--- config.mk ---
export PLATFORM = sky130hd
export DESIGN_NAME = rc4_ksa_engine
export DESIGN_NICKNAME = d
export VERILOG_FILES = /design/src/rtl/rc4_ksa_engine.sv
export SDC_FILE = /design/constraint.sdc
export NUM_CORES = 1
export LEC_CHECK = 0
export CORE_MARGIN = 4
export CORE_UTILIZATION = 56
export CTS_BUF_LIST = sky130_fd_sc_hd__clkbuf_4
export DETAILED_ROUTE_END_ITERATION = 16
export DONT_BUFFER_PORTS = 1
export PLACE_DENSITY = 0.71
export SKIP_LAST_GASP = 1
export SLEW_MARGIN = 10
export SYNTH_ARGS = -nofsm -noshare
export SYNTH_HDL_FRONTEND = slang
export SYNTH_SLANG_ARGS = --single-unit
--- constraint.sdc ---
create_clock -name clk -period 6.7 [get_ports clk]
set_clock_uncertainty 0.1 [all_clocks]
set_input_delay 1.34 -clock clk [delete_from_list [all_inputs] [get_ports clk]]
set_output_delay 1.34 -clock clk [all_outputs]
set_load 0.02 [all_outputs]
--- src/rtl/rc4_ksa_engine.sv ---
// rc4_ksa_engine
//   RC4 key-scheduling engine. It drives an external byte-wide S-memory with
//   a fixed read latency. It optionally fills S[i]=i, then performs the
//   256-step KSA swap loop using the key that was latched at start.
// Ports
//   clk, rst              : clock (rising edge), asynchronous active-high reset
//   start                 : one-cycle request, accepted in IDLE or DONE
//   abort                 : cancels a run in progress (returns to IDLE)
//   key[8*KEY_BYTES-1:0]  : secret key; byte 0 is in the most significant byte
//   mem_q                 : S-memory read data, valid RD_LAT cycles after address
//   mem_addr, mem_wdata   : S-memory address / write data
//   mem_wren              : S-memory write enable
//   busy, done            : status (busy outside IDLE/DONE, done only in DONE)
module rc4_ksa_engine #(
  parameter int unsigned KEY_BYTES = 3,
  parameter int unsigned RD_LAT    = 1,
  parameter int unsigned INIT_EN   = 1
) (
  input  logic                   clk,
  input  logic                   rst,
  input  logic                   start,
  input  logic                   abort,
  input  logic [8*KEY_BYTES-1:0] key,
  input  logic [7:0]             mem_q,
  output logic [7:0]             mem_addr,
  output logic [7:0]             mem_wdata,
  output logic                   mem_wren,
  output logic                   busy,
  output logic                   done
);

  localparam int unsigned KIDX_W = (KEY_BYTES > 1) ? $clog2(KEY_BYTES) : 1;
  localparam logic [KIDX_W-1:0] KIDX_LAST = KIDX_W'(KEY_BYTES - 1);
  localparam logic [1:0]        LAT_LAST  = 2'(RD_LAT - 1);

  localparam logic [3:0] ST_IDLE   = 4'd0;
  localparam logic [3:0] ST_FILL   = 4'd1;
  localparam logic [3:0] ST_RD_I   = 4'd2;
  localparam logic [3:0] ST_CALC_J = 4'd3;
  localparam logic [3:0] ST_RD_J   = 4'd4;
  localparam logic [3:0] ST_CAP_J  = 4'd5;
  localparam logic [3:0] ST_WR_I   = 4'd6;
  localparam logic [3:0] ST_WR_J   = 4'd7;
  localparam logic [3:0] ST_DONE   = 4'd8;

  logic [3:0]             state_q, state_d;
  logic [7:0]             i_q, i_d;
  logic [7:0]             j_q, j_d;
  logic [KIDX_W-1:0]      kidx_q, kidx_d;
  logic [7:0]             si_q, si_d;
  logic [7:0]             sj_q, sj_d;
  logic [1:0]             lat_q, lat_d;
  logic [8*KEY_BYTES-1:0] key_q, key_d;
  logic [7:0]             key_byte;
  logic                   active;
  logic                   kill;

  assign active = (state_q != ST_IDLE) && (state_q != ST_DONE);
  assign kill   = abort && active;

  // Key byte selected by the wrapping index; a plain mux, no arithmetic.
  always_comb begin
    key_byte = '0;
    for (int unsigned b = 0; b < KEY_BYTES; b++) begin
      if (kidx_q == KIDX_W'(b)) begin
        key_byte = key_q[8*(KEY_BYTES-1-b) +: 8];
      end
    end
  end

  always_comb begin
    state_d = state_q;
    i_d     = i_q;
    j_d     = j_q;
    kidx_d  = kidx_q;
    si_d    = si_q;
    sj_d    = sj_q;
    lat_d   = lat_q;
    key_d   = key_q;
    case (state_q)
      ST_IDLE, ST_DONE: begin
        if (start) begin
          key_d   = key;
          i_d     = '0;
          j_d     = '0;
          kidx_d  = '0;
          lat_d   = '0;
          state_d = (INIT_EN != 0) ? ST_FILL : ST_RD_I;
        end
      end
      ST_FILL: begin
        i_d = i_q + 8'd1;
        if (i_q == 8'hFF) begin
          state_d = ST_RD_I;
        end
      end
      ST_RD_I: begin
        if (lat_q == LAT_LAST) begin
          lat_d   = '0;
          state_d = ST_CALC_J;
        end else begin
          lat_d = lat_q + 2'd1;
        end
      end
      ST_CALC_J: begin
        si_d    = mem_q;
        j_d     = j_q + mem_q + key_byte;
        state_d = ST_RD_J;
      end
      ST_RD_J: begin
        if (lat_q == LAT_LAST) begin
          lat_d   = '0;
          state_d = ST_CAP_J;
        end else begin
          lat_d = lat_q + 2'd1;
        end
      end
      ST_CAP_J: begin
        sj_d    = mem_q;
        state_d = ST_WR_I;
      end
      ST_WR_I: begin
        state_d = ST_WR_J;
      end
      ST_WR_J: begin
        if (i_q == 8'hFF) begin
          state_d = ST_DONE;
        end else begin
          i_d     = i_q + 8'd1;
          kidx_d  = (kidx_q == KIDX_LAST) ? '0 : kidx_q + 1'b1;
          state_d = ST_RD_I;
        end
      end
      default: state_d = ST_IDLE;
    endcase
    if (kill) begin
      state_d = ST_IDLE;
      lat_d   = '0;
    end
  end

  always_ff @(posedge clk or posedge rst) begin
    if (rst) begin
      state_q <= ST_IDLE;
      i_q     <= '0;
      j_q     <= '0;
      kidx_q  <= '0;
      si_q    <= '0;
      sj_q    <= '0;
      lat_q   <= '0;
      key_q   <= '0;
    end else begin
      state_q <= state_d;
      i_q     <= i_d;
      j_q     <= j_d;
      kidx_q  <= kidx_d;
      si_q    <= si_d;
      sj_q    <= sj_d;
      lat_q   <= lat_d;
      key_q   <= key_d;
    end
  end

  // Outputs decode from registered state only. The write enable is also
  // masked by abort, so an aborted cycle never writes.
  always_comb begin
    mem_addr  = '0;
    mem_wdata = '0;
    mem_wren  = 1'b0;
    case (state_q)
      ST_FILL: begin
        mem_addr  = i_q;
        mem_wdata = i_q;
        mem_wren  = 1'b1;
      end
      ST_RD_I, ST_CALC_J: mem_addr = i_q;
      ST_RD_J, ST_CAP_J:  mem_addr = j_q;
      ST_WR_I: begin
        mem_addr  = i_q;
        mem_wdata = sj_q;
        mem_wren  = 1'b1;
      end
      ST_WR_J: begin
        mem_addr  = j_q;
        mem_wdata = si_q;
        mem_wren  = 1'b1;
      end
      default: ;
    endcase
    if (kill) begin
      mem_wren = 1'b0;
    end
    busy = active;
    done = (state_q == ST_DONE);
  end

endmodule

==> impl_results.md <==
- CP max FO: 19
- Num rows: 28
- Most common cell in the netlist: nand2_1
- Mean routed wirelength per cell: ~17 µm
- Via/cell ratio: 5.81
- Hpwl dp: between 5000 and 6000 µm
- Max Cap Viol: 0
- CP cell instances: inv_1 -> nand2_1 -> nor2_1 -> a222oi_1 -> inv_1
- DRT Pass-1 Iters: 5
- Status: finished clean
- P per Cell Area: around 480 nW/µm²
- Top post-synthesis cells by count: nand2_1, dfrtp_1, nor2_1
- DRT antenna net count: 0
- Antenna cells: 0
- Tot GR Track Use: 23.7%
- Ys flop type: dfrtp_1
- Sw frac: a little over two fifths
- DIE AREA: 7740 µm²
- Comb power frac: roughly 45%
- Drt drc: 0
- First-pass GRT wire length: around 14000 µm
- Port bufs: 0
- Crit path launch type: flip-flop
- PostCTS Resize Cnt: 0
- Relative slew slack: 32.5%
- Final Wtd Congestion: between 0.8 and 0.9
- TritonCTS clock tree: done
- Crit path DAT: approximately 2.3 ns
- Worst Setup End Kind: output pin
- Register-to-register setup slack: roughly 3.2 ns
- Highest ir drop seen on vdd: 0.247 mV
- Setup violators final: 0
- Post-Synthesis Cells: approximately 390
- Critical-path top delay cell: dfrtp_1
- Critical path endpoint: mem_wdata[7]
- Crit path time final: between 3 and 4 ns
- TritonCTS buffer count: 9
- Hold slack: slightly below 0.4 ns
- Flops & latches, synth: 64
- Die width: 88.0 µm
- FF-to-FF Start: kidx_q[0]$_DFFE_PP0P_
- Int Power: 1.02 mW
- Unrepaired setup endpoints after global routing: no
- Number of distinct library cells after synthesis: 50
- Routed WL: between 8000 and 9000 µm
- EDFF count, synth: 0
- Initial Utilization: roughly three fifths
- Post-CTS setup buffers: 0
- Post-synth top area cell: dfrtp_1
- Vias in the first global route: 2719
- Hold Vio Cnt, Final: 0
- Area growth from synthesis to layout: 4.57%
- Avg Cell Area, Syn: just over 9 µm²
- Maximum clock frequency: approximately 270 MHz
- Synth area leaders: dfrtp_1, nand2_1, fa_1
- Leakage power total: 1.82 nW
- # clock sinks: between 60 and 70
- P_sw: just under 800 µW
- Clock Tree Buf Depth: 2
- FFs w/ async S/R, synth: 100%
- Fin. max-slew vios: 0
- Initial antenna violation count: 0
- Sequential share of power: a little under two fifths
- Root buf cell: clkbuf_4
- Critical Path Max Stage Delay: roughly 0.62 ns
- Clk pwr share: around 18%
- Hold Crit Class: flip-flop to flip-flop
- Worst r2r dst: j_q[7]$_DFFE_PP0P_
- Via Count: about 2700
- Synth Net Count: approximately 450
- Post-synth top area share: 44.7%
- Fillers: between 500 and 600
- Core ar.: roughly 6000 µm²
- Setup crit start: state_q[3]$_DFFE_PP0P_
- WS Path Type: flip-flop to output pin
- Clock-pin slew on the worst setup and hold paths: about 0.11 ns
- Cell mode on critical path: inv_1
- Final Cycle Share: approximately 56%
- Final core utilization: between 60% and 70%
- Number of hold buffers added after cts: 0
- Die Ht: around 90 µm
- Critical Path RT: 5.26 ns
- R2R depth: 13
- Mapped cell area: roughly 3600 µm²
- Yosys warnings: 0
- Design Power: between 1.5 and 2 mW
- Worst Tran Pin Value: about 1.0 ns
- Clock Latency Late Sink: 0.43 ns
- Top-Level Pins: 55
- Sequential fraction of the synthesis area: between 40 and 50%
- # nets final: between 400 and 500
- Setup TNS: 0 ns
- Htree depth: 3
- Largest net degree at the start of global routing: 65
- Grt ovf: 0
- Initial DRC Count: 207
- Share of layout cells above drive strength 1: 8.97%
-- critical path, delay by kind of cell, from the launching register on --
family | cells | cell delay, ns
simple gates | 2 | 0.67
buf+inv | 2 | 0.42
compound gates | 1 | 0.20
flops | 1 | 0.62
-- metrics by stage --
| stage | instances | cell area (µm²) | setup WS (ns) |
|---|---|---|---|
| floorplan | 392 | 3580 | 3.36 |
| global placement | 449 | 3580 | 3.24 |
| detailed placement | 449 | 3580 | 3.20 |
| CTS | 465 | 3750 | 2.94 |
| global route | 465 | 3750 | 2.75 |
| finish | 465 | 3750 | 2.93 |
-- sequential cells by signal (all words and copies together) (netlist names) --
name and count:
lat_q 2, i_q 8, j_q 8, key_q 24, sj_q 8, state_q 4
si_q 8, kidx_q 2
-- worst min path at each step --
stage / startpoint / endpoint / cells after the start
floorplan: si_q[0]$_DFFE_PP0P_ / si_q[0]$_DFFE_PP0P_ / 2
finish: si_q[2]$_DFFE_PP0P_ / si_q[2]$_DFFE_PP0P_ / 2
global placement: key_q[20]$_DFFE_PP0P_ / key_q[20]$_DFFE_PP0P_ / 2
CTS: j_q[7]$_DFFE_PP0P_ / j_q[7]$_DFFE_PP0P_ / 1
global route: key_q[3]$_DFFE_PP0P_ / key_q[3]$_DFFE_PP0P_ / 2
detailed placement: si_q[1]$_DFFE_PP0P_ / si_q[1]$_DFFE_PP0P_ / 2
-- cell usage in the layout, fill, tap and decap left out, types with 3 or more instances in the layout --
master    netlist  final
mux2_2          8      8
o21ai_0        16     16
and2_1          4      4
nand2_1       116    116
nand3_1        12     12
a21oi_1         6      6
fa_1            8      8
a22oi_1         8      8
mux2i_1        10     10
o21ai_1         3      3
dfrtp_1        64     64
xor2_1          8      8
ha_1            9      9
clkbuf_4        0      9
inv_1          22     21
xnor2_1         7      7
nor2_1         26     26
a222oi_1        8      8
-- logic make-up (layout without fill, tap and decap cells) --
logic type / count (synthesis) / after routing / synth area share (%)
compound gates: 57 / 57 / 11.6
xor+xnor: 15 / 15 / 3.67
flops: 64 / 64 / 44.7
simple gates: 179 / 179 / 21.7
buf+inv: 42 / 40 / 5.41
mux: 18 / 18 / 5.31
fa+ha+maj: 17 / 17 / 7.61
-- layer usage --
metal	vias to the layer above	global-route usage (%)	part of all wire (%)
met3	16	4.33	5.9
li1	1298	-	-
met4	0	10.9	2.2
met5	-	0	0
met2	81	35.8	47
met1	1306	33.4	45
-- area by class of cell --
| class | count | area (µm²) | area share [%] |
|---|---|---|---|
| Clock buffer | 9 | 67.6 | 1.80 |
| Tap cell | 75 | 93.8 | 2.50 |
| Sequential cell | 64 | 1600 | 42.7 |
| Multi-Input combinational cell | 286 | 1790 | 47.8 |
| Inverter | 23 | 86.3 | 2.30 |
| Clock inverter | 7 | 101 | 2.70 |
| Timing Repair Buffer | 1 | 7.51 | 0.200 |
-- power groups by stage --
stage	logic, mW	registers, mW	clock network, mW
floorplan	0.710	0.611	0
CTS	0.809	0.671	0.319
finish	0.804	0.674	0.313
global route	0.924	0.697	0.340
detailed placement	0.805	0.679	0
global placement	0.784	0.675	0
No activity file was read; power rests on OpenSTA's default activity.
